===== src/rtl/clk_div_sel.sv =====
// clk_div_sel: glitch-free programmable clock divider with boundary-aligned channel switching
module clk_div_sel #(
   parameter int NUM_CH  = 4,
   parameter int DIV_W   = 8,
   parameter int RST_SEL = 0,
   parameter int SEL_W   = $clog2(NUM_CH)
) (
   input  logic                    clk_i,
   input  logic                    arst_i,
   input  logic [NUM_CH*DIV_W-1:0] div_cfg_i,
   input  logic                    en_i,
   input  logic [SEL_W-1:0]        sel_i,
   input  logic                    sel_valid_i,
   output logic                    sel_ready_o,
   output logic                    sel_err_o,
   output logic                    done_o,
   output logic [SEL_W-1:0]        active_sel_o,
   output logic                    clk_o
);
   logic [DIV_W-1:0] cfg [NUM_CH];
   logic [DIV_W-1:0] cnt, cur_h, next_h;
   logic [SEL_W-1:0] active_sel, pend_sel, next_sel;
   logic             pend, bnd, accept, sel_ok;

   for (genvar k = 0; k < NUM_CH; k++) begin : g_cfg
      assign cfg[k] = div_cfg_i[k*DIV_W +: DIV_W];
   end

   assign bnd          = cnt == cur_h && !clk_o;
   assign sel_ok       = 32'(sel_i) < NUM_CH;
   assign accept       = sel_valid_i && !pend;
   assign next_sel     = pend ? pend_sel : active_sel;
   assign next_h       = cfg[next_sel];
   assign sel_ready_o  = !pend;
   assign active_sel_o = active_sel;

   // divider, boundary-aligned switch/park, and request slot
   always_ff @(posedge clk_i or posedge arst_i) begin
      if (arst_i) begin
         cnt        <= '0;
         cur_h      <= '0;
         clk_o      <= 1'b0;
         active_sel <= SEL_W'(RST_SEL);
         pend       <= 1'b0;
         pend_sel   <= '0;
         done_o     <= 1'b0;
         sel_err_o  <= 1'b0;
      end else begin
         done_o    <= bnd && pend;
         sel_err_o <= accept && !sel_ok;
         if (bnd) begin
            active_sel <= next_sel;
            cur_h      <= next_h;
            clk_o      <= en_i;
            cnt        <= en_i ? '0 : next_h;
            pend       <= 1'b0;
         end else if (cnt == cur_h) begin
            cnt   <= '0;
            clk_o <= !clk_o;
         end else begin
            cnt <= cnt + 1'b1;
         end
         if (accept && sel_ok) begin
            pend     <= 1'b1;
            pend_sel <= sel_i;
         end
      end
   end
endmodule


===== config.mk =====
export PLATFORM = sky130hd
export DESIGN_NAME = clk_div_sel
export DESIGN_NICKNAME = d
export VERILOG_FILES = /design/src/rtl/clk_div_sel.sv
export SDC_FILE = /design/constraint.sdc
export NUM_CORES = 1
export LEC_CHECK = 0
export CAP_MARGIN = 20
export CORE_ASPECT_RATIO = 0.9
export CORE_UTILIZATION = 49
export DETAILED_ROUTE_END_ITERATION = 10
export PLACE_DENSITY_LB_ADDON = 0.12
export SYNTH_ARGS = -nofsm -noshare
export SYNTH_HDL_FRONTEND = slang
export SYNTH_SLANG_ARGS = --single-unit

===== constraint.sdc =====
create_clock -name clk_i -period 3.27 [get_ports clk_i]
set_input_delay 0.654 -clock clk_i [delete_from_list [all_inputs] [get_ports clk_i]]
set_output_delay 0.654 -clock clk_i [all_outputs]
set_load 0.005 [all_outputs]

==> results of run 1 <==
[critical path, cell delays in order (launching register included)]
cell     delay (ns)
dfrtp_1        0.55
mux2i_4        0.72
mux2i_1        0.28
mux2i_1        0.15
mux2_2         0.30
[per-layer routing]
| layer | vias up | track usage, % |
|---|---|---|
| li1 | 487 | - |
| met1 | 455 | 27.20 |
| met4 | 0 | 8.333 |
| met5 | - | 0 |
| met3 | 4 | 2.716 |
| met2 | 42 | 32.95 |
[final timing paths]
check                      cells after the start        to  slack (ns)     start
min in group asynchronous                      2    done_o        0.79    arst_i
max                                            4  cur_h[4]        1.16      pend
max reg2reg                                    4  cur_h[4]        1.16      pend
min reg2reg                                    1  cur_h[4]        0.55  cur_h[4]
min                                            1  cur_h[4]        0.55  cur_h[4]
max in group asynchronous                      2  cur_h[3]        1.96    arst_i
[flip-flops by register name, summed over array words and instances, names as in the netlist]
name	count
pend_sel	2
done_o	1
clk_o	1
active_sel_o	2
cur_h	8
pend	1
cnt	8
[cell families (layout without fill, tap and decap cells)]
family,Yosys count,count (layout),synth area share [%]
mux,39,39,30.98
simple gates,17,17,8.853
xor+xnor,14,14,8.853
other cells,1,1,0.2707
flops,23,23,41.55
fa+ha+maj,1,1,0.9032
compound gates,8,8,5.059
buf+inv,8,51,3.523
[placed cells by master (no fill, tap or decap), drive strengths merged]
cell type	instances
mux2i	28
and4	1
nor3	1
nor2b	2
nand2	1
mux2	11
nor2	3
nor4	2
ha	1
xnor2	9
inv	5
and3	1
nand3	3
o2bb2ai	8
xor2	5
clkdlybuf4s50	42
dfrtp	23
conb	1
nand4	3
clkbuf	4
[report_power, final]
group / switching, mW / internal, mW / total [mW]
combinational: 0.298 / 0.387 / 0.686
sequential: 0.145 / 0.416 / 0.561
clock: 0.0810 / 0.0477 / 0.129
[area by class of cell]
cell class	count	area (sq um)
flip-flops and latches	23	575.6
repair buffers	42	420.4
multi-input cells	80	760.7
inverters	5	18.77
fillers	183	724.4
clock buffers	4	26.28
well taps	38	47.55
[through the flow]
step           setup slack [ns]  power, mW  hold slack [ns]
2_1_floorplan             1.579      1.077           0.5024
3_3_place_gp              1.245      1.227           0.5164
3_5_place_dp              1.162      1.253           0.5257
4_1_cts                   1.129      1.380           0.5513
5_1_grt                   1.009      1.473           0.5619
6_report                  1.157      1.375           0.5489
==> impl_metrics.csv, run 1 <==
group,metric,value,unit
outcome,outcome,"complete, no violations",
power,ir_worst_vdd,0.3193,mV
sta,worst_slew_pin_slew,0.8302,ns
sta,slew_viol_final,0,
placed_design,dp_hpwl,2.094,mm
logic_synthesis,synth-seq-area-share,41.55,%
cts,cts_buffers,3,
die,die_x,58.04,microns
finish,drive_above_1_share,14.29,%
routing,dr_wl_met3,141,microns
cts,ctsResizeCount,0,
die,num_rows,17,
power,powerDensity,743.8,nW/um^2
worst_setup_path,cp_max_fo,17,
cts,cts_tree,"done",
die,ios,44,
cts,clk_pin_slew_worst_paths,0.12,ns
logic_synthesis,ys_top_cells_by_area,"dfrtp_1, mux2i_1, mux2_2",
die,die_y,52.44,microns
routing,drc_errors,0,
sta,period_share,64.62,%
worst_setup_path,critical_path.endpoint_type,"register",
sta,period_minus_slack,2.113,ns
die,initial_core_util,53.82,%
sta,skew,0.008843,ns
finish,num_antenna_cells,0,
logic_synthesis,synth_top_area_share,41.55,%
placed_design,port_buffers,42,
global_route,grt_max_degree,24,
logic_synthesis,yosysMostFrequentCell,"mux2i_1",
sta,maxSlewHeadroom,44.59,%
global_route,grt_pass1_vias,1031,
sta,final-setup-viol-count,0,
routing,top_layer,"met4",
sta,fmax,473.3,MHz
logic_synthesis,yosys-top-cells-count,"mux2i_1, dfrtp_1, mux2_2",
logic_synthesis,synth_seq_cells,23,
finish,design_area,1849,sq um
finish,utilization,71.85,%
worst_setup_path,crit_type,"register to register",
logic_synthesis,ys_types,24,
routing,wl_per_cell,13.64,microns
routing,ant_nets,0,
cts,hold_buffers,0,
run,max_cap_violations,0,
cts,cts_sinks,23,
placed_design,gp_congestion,0.7851,
finish,finalNetCount,194,
logic_synthesis,syn-num-nets,150,
min_path,hold_class,"register to register",
die,core_area,2574,sq um
placed_design,dp_cells,188,
routing,firstDrtPassIters,5,
sta,finalHoldViolations,0,
cts,cts_htree_levels,1,
routing,dr_total_vias,988,
logic_synthesis,async_reset_ff_share,100.0,%
global_route,grt_pass1_wl,4.498,mm
logic_synthesis,synth-edff-count,0,
routing,wl_met2,1.156,mm
routing,wl_met1,1.280,mm
global_route,antenna_found_initial,0,
sta,rsz0062_at_grt,"no",
die,dieArea,3044,sq um
logic_synthesis,synth_flop_cell,"dfrtp_1",
worst_setup_path,cp.required,3.47,ns
placed_design,placed_cell_area,1823,sq um
worst_setup_path,arrival,2.32,ns
logic_synthesis,yosysWarnings,0,
logic_synthesis,netlist_instances,111,
routing,viasPerCell,5.146,
finish,instances_no_fill,192,
cts,cts_buffer_depth,2,
cts,root_buffer,"clkbuf_4",
finish,area_growth_syn_to_layout,33.51,%
worst_setup_path,cp-start-kind,"register",
global_route,overflow,0,
routing,drt-initial-drc-count,31,
routing,wirelength,2.618,mm
logic_synthesis,syn_area_per_cell,12.48,sq um
sta,tns,0,ns
global_route,track_usage,20.23,%
logic_synthesis,syn-cell-area,1385,sq um
logic_synthesis,synth_top_area_cell,"dfrtp_1",
cts,post_cts_buffers,0,
cts,clk_latency,0.31,ns
power,leakagePower,0.7756,nW
(Power assumes the default switching activity.)
==> inputs of run 2 (changes only) <==
- CORE_UTILIZATION: 49 -> 41
- clock period: 3.27 -> 1.8 ns (I/O delays scaled with it)
==> impl_metrics.csv, run 2 (same netlist as run 1, synthesis figures left out) <==
group,metric,value,unit
outcome,outcome,"complete, no violations",
min_path,hold_class,"primary input to asynchronous set/reset pin",
routing,wl_per_cell,13.37,microns
sta,fmax,586.5,MHz
die,ios,44,
global_route,grt_max_degree,24,
finish,num_antenna_cells,0,
sta,skew,0.0007371,ns
sta,slew_viol_final,0,
cts,cts_buffer_depth,2,
sta,final-setup-viol-count,0,
sta,period_minus_slack,1.705,ns
worst_setup_path,critical_path.endpoint_type,"register",
global_route,antenna_found_initial,0,
die,num_rows,19,
finish,final_cell_mix,"clkdlybuf4s50_1, mux2i_1, dfrtp_1",
routing,firstDrtPassIters,4,
power,power,2.690,mW
routing,viasPerCell,4.981,
global_route,grt_pass1_vias,1033,
routing,dr_total_vias,1031,
worst_setup_path,cp_slowest_cell,"dfrtp_1",
finish,reg_top3,"cnt: 8 flops, cur_h: 8 flops",
die,dieArea,3615,sq um
worst_setup_path,cpPeakStageDelay,0.47,ns
die,core_area,3138,sq um
cts,ctsResizeCount,0,
worst_setup_path,cp_max_fo,9,
cts,root_buffer,"clkbuf_8",
global_route,track_usage,17.00,%
routing,wl_met2,1.199,mm
global_route,overflow,0,
die,initial_core_util,44.14,%
power,leakagePower,0.8421,nW
die,die_y,57.14,microns
routing,drt-initial-drc-count,48,
routing,wl_met1,1.422,mm
cts,cts_tree,"done",
worst_setup_path,path_cells,"buf_4, mux2i_4, mux2i_1, mux2_2",
power,powerDensity,1367,nW/um^2
sta,rsz0062_at_grt,"no",
routing,wirelength,2.768,mm
worst_setup_path,cp.required,2.00,ns
worst_setup_path,arrival,1.91,ns
sta,period_share,94.72,%
run,max_cap_violations,0,
routing,dr_wl_met3,123,microns
finish,drive_above_1_share,20.00,%
placed_design,port_buffers,42,
cts,cts_buffers,3,
placed_design,dp_hpwl,2.195,mm
sta,tns,0,ns
global_route,grt_pass1_wl,4.830,mm
placed_design,gp_congestion,0.8242,
cts,clk_latency,0.26,ns
sta,finalHoldViolations,0,
cts,clk_pin_slew_worst_paths,0.08,ns
cts,cts_htree_levels,1,
power,ir_worst_vdd,0.5496,mV
routing,ant_nets,0,
worst_setup_path,crit_type,"register to register",
routing,drc_errors,0,
finish,area_growth_syn_to_layout,42.10,%
routing,top_layer,"met4",
cts,cts_sinks,23,
die,die_x,63.27,microns
finish,finalNetCount,205,
worst_setup_path,cp-start-kind,"register",
finish,final_common_cell,"clkdlybuf4s50_1",
==> run 2: cell count changes in the layout (fill, tap and decap cells not counted), sizes merged <==
cell / delta
buf: +11
==> run 2: stage by stage <==
stage	instance area [sq um]	utilization [%]	setup WS, ns	cells	hold slack, ns
2_1_floorplan	1385	-	0.1087	111	0.3619
3_3_place_gp	1908	60.81	0.03993	201	0.5176
3_5_place_dp	1908	60.81	0.01664	201	0.5213
4_1_cts	1968	62.72	0.08914	207	0.4429
5_1_grt	1968	62.72	0.02233	207	0.4918
6_report	1968	62.72	0.09495	207	0.4378
==> run 2: per-layer routing <==
layer  up-vias  GRT usage (%)
met5         -              0
met4         0          4.870
met3         2          2.600
met2        34          25.04
met1       486          25.83
li1        509              -
==> run 2: final timing paths <==
kind / start / to / slack, ns / cells past startpoint
setup / recovery: pend / cur_h[6] / 0.09 / 4
hold reg to reg: cur_h[0] / cur_h[0] / 0.53 / 1
setup reg to reg: pend / cur_h[6] / 0.09 / 4
min in group clk_i: cur_h[0] / cur_h[0] / 0.53 / 1
hold / removal: arst_i / done_o / 0.44 / 3
max in group asynchronous: arst_i / cnt[4] / 1.13 / 3
==> run 2: area by class of cell <==
type	count	area [sq um]
fill	272	1170
multi-input combinational	80	760.7
sequential	23	575.6
timing repair buffer	53	515.5
tap	42	52.55
clock buffer	4	45.04
inverter	5	18.77
==> run 2: critical path, delay by kind of cell, from the launching register on <==
family	cells	cell delay [ns]
DFF	1	0.47
buffers and inverters	1	0.17
muxes	3	1.01
==> run 2: what timing repair did <==
item	CTS	global route
setup endpoints to repair	8	0
hold buffers	0	0
setup buffers	2	0
==> run 2: power by group <==
part           leakage, nW  switching, mW  internal (mW)
registers            0.272          0.258          0.757
clock network       0.0228          0.156          0.158
logic                0.547          0.571          0.791
==> inputs of run 3 (changes only) <==
- CTS_CLUSTER_SIZE: not set -> 24
==> results of run 3 <==
The final DEF is identical to that of run 2; final timing and power are the same.
